`src/rtl/uart_pkg.sv`:
```
// Shared types and constants for the UART transmitter and receiver.
package uart_pkg;

    localparam int DATA_W     = 8;
    localparam int FR_W       = 12;
    localparam int FRAME_BITS = 11;

    // One state set serves both directions: start, data, parity, stop.
    typedef enum logic [2:0] {
        S_IDLE,
        S_START,
        S_DATA,
        S_PARITY,
        S_STOP
    } uart_state_t;

endpackage

```
`src/rtl/uart_rx.sv`:
```
// UART receiver: 2-flop synchronizer, falling-edge start detect,
// mid-bit sampling, even-parity check and stop-bit validation.
module uart_rx #(
    parameter int DATA_W = 8,
    parameter int FR_W   = 12
) (
    input  logic              clk,
    input  logic              reset,
    input  logic              rx,
    input  logic [FR_W-1:0]   work_fr,
    output logic [DATA_W-1:0] data,
    output logic              parity_ok,
    output logic              ready
);
    import uart_pkg::*;

    localparam int IDX_W = $clog2(DATA_W);

    logic              sync1, sync2, rx_prev;
    uart_state_t       state, state_next;
    logic [FR_W-1:0]   cnt, period, work_eff;
    logic [IDX_W-1:0]  idx;
    logic [DATA_W-1:0] shift;
    logic              par_bit;
    logic              bit_end, mid, fall;

    // Bit periods below 2 cycles cannot hold a mid-point sample.
    assign work_eff = (work_fr < FR_W'(2)) ? FR_W'(2) : work_fr;
    // cnt is the offset from the nominal start of the current bit.
    assign bit_end  = (cnt == period - FR_W'(1));
    assign mid      = (cnt == (period >> 1));
    assign fall     = rx_prev && !sync2;

    // Synchronizer plus one extra flop used only for edge detection.
    always_ff @(posedge clk) begin
        if (reset) begin
            sync1   <= 1'b1;
            sync2   <= 1'b1;
            rx_prev <= 1'b1;
        end else begin
            sync1   <= rx;
            sync2   <= sync1;
            rx_prev <= sync2;
        end
    end

    // State register.
    always_ff @(posedge clk) begin
        if (reset) state <= S_IDLE;
        else       state <= state_next;
    end

    // Next-state: glitchy start and any stop sample end the frame early.
    always_comb begin
        state_next = state;
        case (state)
            S_IDLE:   if (fall) state_next = S_START;
            S_START:  if (mid && sync2) state_next = S_IDLE;
                      else if (bit_end) state_next = S_DATA;
            S_DATA:   if (bit_end && idx == IDX_W'(DATA_W-1)) state_next = S_PARITY;
            S_PARITY: if (bit_end) state_next = S_STOP;
            S_STOP:   if (mid) state_next = S_IDLE;
            default:  state_next = S_IDLE;
        endcase
    end

    // Bit timing, sampling and result delivery.
    always_ff @(posedge clk) begin
        if (reset) begin
            cnt       <= '0;
            period    <= '0;
            idx       <= '0;
            shift     <= '0;
            par_bit   <= 1'b0;
            data      <= '0;
            parity_ok <= 1'b0;
            ready     <= 1'b0;
        end else begin
            ready <= 1'b0;
            if (state == S_IDLE) begin
                idx <= '0;
                // The edge cycle is offset 0, so the first START cycle is offset 1.
                if (fall) begin
                    cnt    <= FR_W'(1);
                    period <= work_eff;
                end else begin
                    cnt <= '0;
                end
            end else begin
                cnt <= bit_end ? '0 : cnt + FR_W'(1);
                case (state)
                    S_DATA: begin
                        if (mid)     shift <= {sync2, shift[DATA_W-1:1]};
                        if (bit_end) idx   <= idx + IDX_W'(1);
                    end
                    S_PARITY: if (mid) par_bit <= sync2;
                    S_STOP: if (mid && sync2) begin
                        data      <= shift;
                        parity_ok <= (par_bit == ^shift);
                        ready     <= 1'b1;
                    end
                    default: ;
                endcase
            end
        end
    end

endmodule

```
`src/rtl/uart.sv`:
```
// UART top: inline transmitter FSM plus one receiver instance.
module uart #(
    parameter int DATA_W = 8,
    parameter int FR_W   = 12
) (
    input  logic              CLK,
    input  logic              RESET,
    input  logic              RX,
    input  logic              START,
    input  logic [DATA_W-1:0] DATA_TX,
    input  logic [FR_W-1:0]   WORK_FR,
    output logic              TX,
    output logic [DATA_W-1:0] DATA_RX,
    output logic              PARITY_RX,
    output logic              READY_TX,
    output logic              READY
);
    import uart_pkg::*;

    localparam int IDX_W = $clog2(DATA_W);

    uart_state_t       tx_state, tx_next;
    logic [FR_W-1:0]   tx_cnt, tx_period, work_eff;
    logic [IDX_W-1:0]  tx_idx;
    logic [DATA_W-1:0] tx_data;
    logic              tx_bit_end, tx_line, accept;

    assign work_eff   = (WORK_FR < FR_W'(2)) ? FR_W'(2) : WORK_FR;
    assign tx_bit_end = (tx_cnt == tx_period - FR_W'(1));
    assign accept     = (tx_state == S_IDLE) && START;
    // Line is forced idle while reset is held, not just after it is sampled.
    assign TX         = tx_line | RESET;

    // Transmitter state register.
    always_ff @(posedge CLK) begin
        if (RESET) tx_state <= S_IDLE;
        else       tx_state <= tx_next;
    end

    // Transmitter next-state and line/ready outputs.
    always_comb begin
        tx_next  = tx_state;
        tx_line  = 1'b1;
        READY_TX = 1'b0;
        case (tx_state)
            S_IDLE: begin
                READY_TX = 1'b1;
                if (START) tx_next = S_START;
            end
            S_START: begin
                tx_line = 1'b0;
                if (tx_bit_end) tx_next = S_DATA;
            end
            S_DATA: begin
                tx_line = tx_data[tx_idx];
                if (tx_bit_end && tx_idx == IDX_W'(DATA_W-1)) tx_next = S_PARITY;
            end
            S_PARITY: begin
                tx_line = ^tx_data;
                if (tx_bit_end) tx_next = S_STOP;
            end
            S_STOP: begin
                if (tx_bit_end) tx_next = S_IDLE;
            end
            default: tx_next = S_IDLE;
        endcase
    end

    // Transmitter datapath: byte and bit period are frozen for the whole frame.
    always_ff @(posedge CLK) begin
        if (RESET) begin
            tx_cnt    <= '0;
            tx_period <= '0;
            tx_idx    <= '0;
            tx_data   <= '0;
        end else if (accept) begin
            tx_data   <= DATA_TX;
            tx_period <= work_eff;
            tx_cnt    <= '0;
            tx_idx    <= '0;
        end else if (tx_state != S_IDLE) begin
            tx_cnt <= tx_bit_end ? '0 : tx_cnt + FR_W'(1);
            if (tx_state == S_DATA && tx_bit_end) tx_idx <= tx_idx + IDX_W'(1);
        end
    end

    uart_rx #(.DATA_W(DATA_W), .FR_W(FR_W)) u_rx (
        .clk       (CLK),
        .reset     (RESET),
        .rx        (RX),
        .work_fr   (WORK_FR),
        .data      (DATA_RX),
        .parity_ok (PARITY_RX),
        .ready     (READY)
    );

endmodule

```
`config.mk`:
```
export PLATFORM = sky130hd
export DESIGN_NAME = uart
export DESIGN_NICKNAME = d
export VERILOG_FILES = /design/src/rtl/uart_pkg.sv /design/src/rtl/uart_rx.sv /design/src/rtl/uart.sv
export SDC_FILE = /design/constraint.sdc
export NUM_CORES = 1
export LEC_CHECK = 0
export ABC_AREA = 1
export ABC_CLOCK_PERIOD_IN_PS = 2400
export BUFFER_PORTS_ARGS = -buffer_cell sky130_fd_sc_hd__clkbuf_2
export CORE_ASPECT_RATIO = 1.2
export CORE_MARGIN = 1
export CORE_UTILIZATION = 50
export CTS_CLUSTER_SIZE = 12
export DETAILED_ROUTE_END_ITERATION = 12
export PLACE_DENSITY = 0.7
export SYNTH_ARGS = -nofsm -noshare
export SYNTH_HDL_FRONTEND = slang
export SYNTH_SLANG_ARGS = --single-unit
```
`constraint.sdc`:
```
create_clock -name CLK -period 2.4 [get_ports CLK]
set_input_delay 0.24 -clock CLK [delete_from_list [all_inputs] [get_ports CLK]]
set_output_delay 0.24 -clock CLK [all_outputs]
set_load 0.05 [all_outputs]
```
==> results.txt <==
* Share of final-layout standard cells stronger than drive strength 1: 13.4%
* Most common cell in the netlist: sky130_fd_sc_hd__nand2_1
- The clock reaches the later pin of the worst-skew pair after around 0.35 ns.
- At the worst endpoint, the arrival time is about 2.4 ns.
* Final routed DRC violation total: 0
- FMAX: around 0.46 GHz
* Drt pass-1 iters: 5
- For this run the aggregate overflow at the end of global routing stands at 0.
- The synthesized design contains 0 enable-type register cells.
* Worst-margin pin slew: approximately 0.62 ns
- GR met3 Demand/Resource: 5.21%
- The congestion estimate from routability-driven global placement came to approximately 0.9.
* Diode count: 0
- In this run the biggest area consumer among cell types represents between 30% and 40% of the synthesized area.
- Final Hold Fails: 0
* Routed wire per std cell: ~13 um
* Worst vdd rail ir drop: 0.608 mV
* Number of antenna violations at the first check in global routing: 0
- # port buffers: 35
* Fraction of synthesized area in multiplexers: 0%
- Dpl ws: 0.210 ns
* Gate count after technology mapping: between 700 and 800
- Counting every sink on the clock net gives 90.
- Area fraction in and, or, nand and nor cells after synthesis: 31.1%
- For this run, asynchronously set or reset flops after synthesis account for 0%.
- Of the total synthesized cell area, the portion taken by XOR and XNOR cells is under 10%.
- TritonCTS created 9 clock buffers.
- Critical path required time: about 2.6 ns
- Worst hold margin: 0.0732 ns
* CP endpoint kind: flip-flop
- Headroom to the max-slew limit came out at between 50% and 60%.
- Entering global routing, the biggest net connects 23 pins.
- Final setup margin: approximately 0.23 ns
- The detail route stage leaves a number of antenna-violating nets equal to 0.
- In this run, distinct cell masters in the synthesized netlist total 38.
* Maximum buffer depth of the clock tree: 2
- Leakage Power: approximately 2.4 nW
* Placement row count: 39
* Accumulated negative setup slack: 0 ns
- Post-CTS setup buffer count: 0
* Global-route wire length before repair: about 19000 um
- Fraction of met2 tracks used by global routing: 41.6%
* Total wire length: 11000 um
* Number of slew-limit violations in the final report: 0
* Die ar.: between 10000 and 15000 um2
- Number of nets in the finished design: 782
- The via count of the first global-routing pass came to about 4200.
* GR Layer Usage met1: a little over a quarter
- A synthesized cell averages 6.87 um2.
* Busiest metal layer after global routing: met2
* Detailed router's first-iteration violation count: around 150
- In this run the cell area of the synthesized design comes to 4860 um2.
- Crit start category: flip-flop
- The min-delay analysis places its worst path in the category in -> reg.
* Area added between synthesis and finish: 13.0%
* Max Clock Skew: roughly 0.0063 ns
- The floorplan step set the die height to between 100 and 150 um.
- Net count of the mapped netlist: 740
- Crit path kind: reg -> reg
- CTS placed an instance of sky130_fd_sc_hd__clkbuf_16 at the clock tree root.
- The tool flagged a number of max-cap violations equal to 0.
- Once the floorplan was initialized, standard cells occupied 51.4% of the core.
- Most frequent cells after synthesis: sky130_fd_sc_hd__nand2_1, sky130_fd_sc_hd__inv_1, sky130_fd_sc_hd__dfxtp_1, sky130_fd_sc_hd__nor2_1, sky130_fd_sc_hd__a21oi_1
- From left edge to right edge, the die measures roughly 92 um.
- The HPWL after detailed placement is 8490 um.
- The core region is 9470 um2.
- Via density: between 5 and 6
- Flops & latches, synth: 90
- The detailed router placed around 4500 vias in this run.
* Top cells by area, synth: sky130_fd_sc_hd__dfxtp_1, sky130_fd_sc_hd__nand2_1, sky130_fd_sc_hd__inv_1
- Ys Warns: 0
- Status: completed
* TritonCTS clock tree: built
- Dividing the final minimum period by the clock period gives ~91%.
- Critical path peak fanout: 5
* Final Setup Violations: 0
- Among all flip-flop cells after synthesis, the most frequent one is sky130_fd_sc_hd__dfxtp_1.
- Largest family of logic cells by synthesized area: simple AND/OR/NAND/NOR gates
- Across every metal layer, demand over resource in global routing totals 23.5%.
- After Yosys synthesis, full adders, half adders and majority gates account for under 10% of the synthesized area.
- 36 I/O pins were placed.
- The synthesized netlist devotes approximately an eighth of its cell area to compound gates.
- sky130_fd_sc_hd__dfxtp_1 takes more of the synthesized area than any other cell.
- The H-tree was split into 3 levels.
- Power spread over the standard cell area amounts to 970 nW/um2.
- Measured on the finished design, the core utilization comes to between 50% and 60%.
* Crit path time final: 2.17 ns
- Part of the Yosys area used for sequential elements: a little under two fifths
- Clock Pin Slew Worst Setup and Hold Paths: ~0.07 ns
[through the flow]
stage | power [W] | cell area [um2] | instances
2_1_floorplan | 0.00353 | 4860 | 708
3_3_place_gp | 0.00393 | 5200 | 862
3_5_place_dp | 0.00397 | 5200 | 862
4_1_cts | 0.00535 | 5480 | 878
5_1_grt | 0.00574 | 5490 | 878
6_report | 0.00533 | 5490 | 878
[final cells by class]
cell class	count	area, um2
fill	914	3970
tap	123	154
inverter	107	403
timing repair buffer	41	220
clock inverter	6	47.5
multi-input combinational	501	2630
clock buffer	10	239
sequential	90	1800
[report_power, final]
part,internal [W],total [W],switching (W)
Combinational,0.000712,0.00210,0.00139
Sequential,0.00167,0.00186,0.000186
Clock,0.000741,0.00137,0.000626
[logic make-up after synthesis]
group,count (synthesis)
and+or+nand+nor,332
AOI/OAI and AO/OA,120
buffers and inverters,117
DFF,90
xor gates and xnor gates,41
adders and majority gates,8
[final timing paths]
kind	from	end	slack, ns	cells past startpoint
worst max-delay path	u_rx.period[0]$_SDFFE_PP0P_	u_rx.state[2]$_SDFFE_PP0P_	0.23	15
worst min-delay path	RX	u_rx.sync1$_SDFF_PP1_	0.07	2
worst max register to register	u_rx.period[0]$_SDFFE_PP0P_	u_rx.state[2]$_SDFFE_PP0P_	0.23	15
worst min register to register	u_rx.sync1$_SDFF_PP1_	u_rx.sync2$_SDFF_PP1_	0.41	1
[metal layers]
layer / share of wire, % / routed length (um)
met5: 0 / 0
met4: 3.0 / 330
met3: 3.5 / 383
met2: 49 / 5440
met1: 44 / 4850
[placed cells by master, fill, tap and decap left out, types with 4 or more instances in the layout]
cell type / n
sky130_fd_sc_hd__nand2_1: 170
sky130_fd_sc_hd__inv_1: 98
sky130_fd_sc_hd__dfxtp_1: 90
sky130_fd_sc_hd__nor2_1: 63
sky130_fd_sc_hd__a21oi_1: 54
sky130_fd_sc_hd__o21ai_0: 45
sky130_fd_sc_hd__nand3_1: 39
sky130_fd_sc_hd__clkbuf_2: 35
sky130_fd_sc_hd__xor2_1: 23
sky130_fd_sc_hd__xnor2_1: 18
sky130_fd_sc_hd__nand3_2: 9
sky130_fd_sc_hd__o22ai_1: 9
sky130_fd_sc_hd__clkbuf_16: 9
sky130_fd_sc_hd__nor3_1: 8
sky130_fd_sc_hd__nor2_2: 8
sky130_fd_sc_hd__ha_1: 8
sky130_fd_sc_hd__nand4_1: 7
sky130_fd_sc_hd__nor2_4: 6
sky130_fd_sc_hd__nand2_2: 6
sky130_fd_sc_hd__buf_4: 6
sky130_fd_sc_hd__inv_2: 5
sky130_fd_sc_hd__nand3b_1: 4
[sequential cells by signal, indices dropped and copies added, names as in the netlist]
| name | count |
|---|---|
| tx_cnt | 12 |
| u_rx.par_bit | 1 |
| u_rx.ready | 1 |
| u_rx.data | 8 |
| tx_data | 8 |
| u_rx.sync1 | 1 |
| u_rx.cnt | 12 |
| u_rx.period | 12 |
| tx_period | 12 |
| u_rx.state | 3 |
| u_rx.shift | 8 |
| u_rx.sync2 | 1 |
| u_rx.idx | 3 |
| tx_idx | 3 |
| u_rx.rx_prev | 1 |
| u_rx.parity_ok | 1 |
| tx_state | 3 |
[repair_timing]
item,CTS,global route
resized for setup,0,2
setup endpoints to repair,0,3
hold buffers,0,0
endpoints found under the hold margin,0,0
[critical path: stages (launching register included)]
cell	delay [ns]
sky130_fd_sc_hd__dfxtp_1	0.35
sky130_fd_sc_hd__inv_1	0.11
sky130_fd_sc_hd__ha_1	0.33
sky130_fd_sc_hd__inv_1	0.05
sky130_fd_sc_hd__nand2_1	0.05
sky130_fd_sc_hd__nand2_1	0.04
sky130_fd_sc_hd__nor2_1	0.10
sky130_fd_sc_hd__nand2_1	0.08
sky130_fd_sc_hd__nor2_1	0.13
sky130_fd_sc_hd__nand3_2	0.11
sky130_fd_sc_hd__nor2_4	0.13
sky130_fd_sc_hd__nand3_4	0.12
sky130_fd_sc_hd__a21oi_4	0.17
sky130_fd_sc_hd__nand3_2	0.10
sky130_fd_sc_hd__o21ai_1	0.14
sky130_fd_sc_hd__inv_1	0.05
Power figures use the tool's default switching activity.
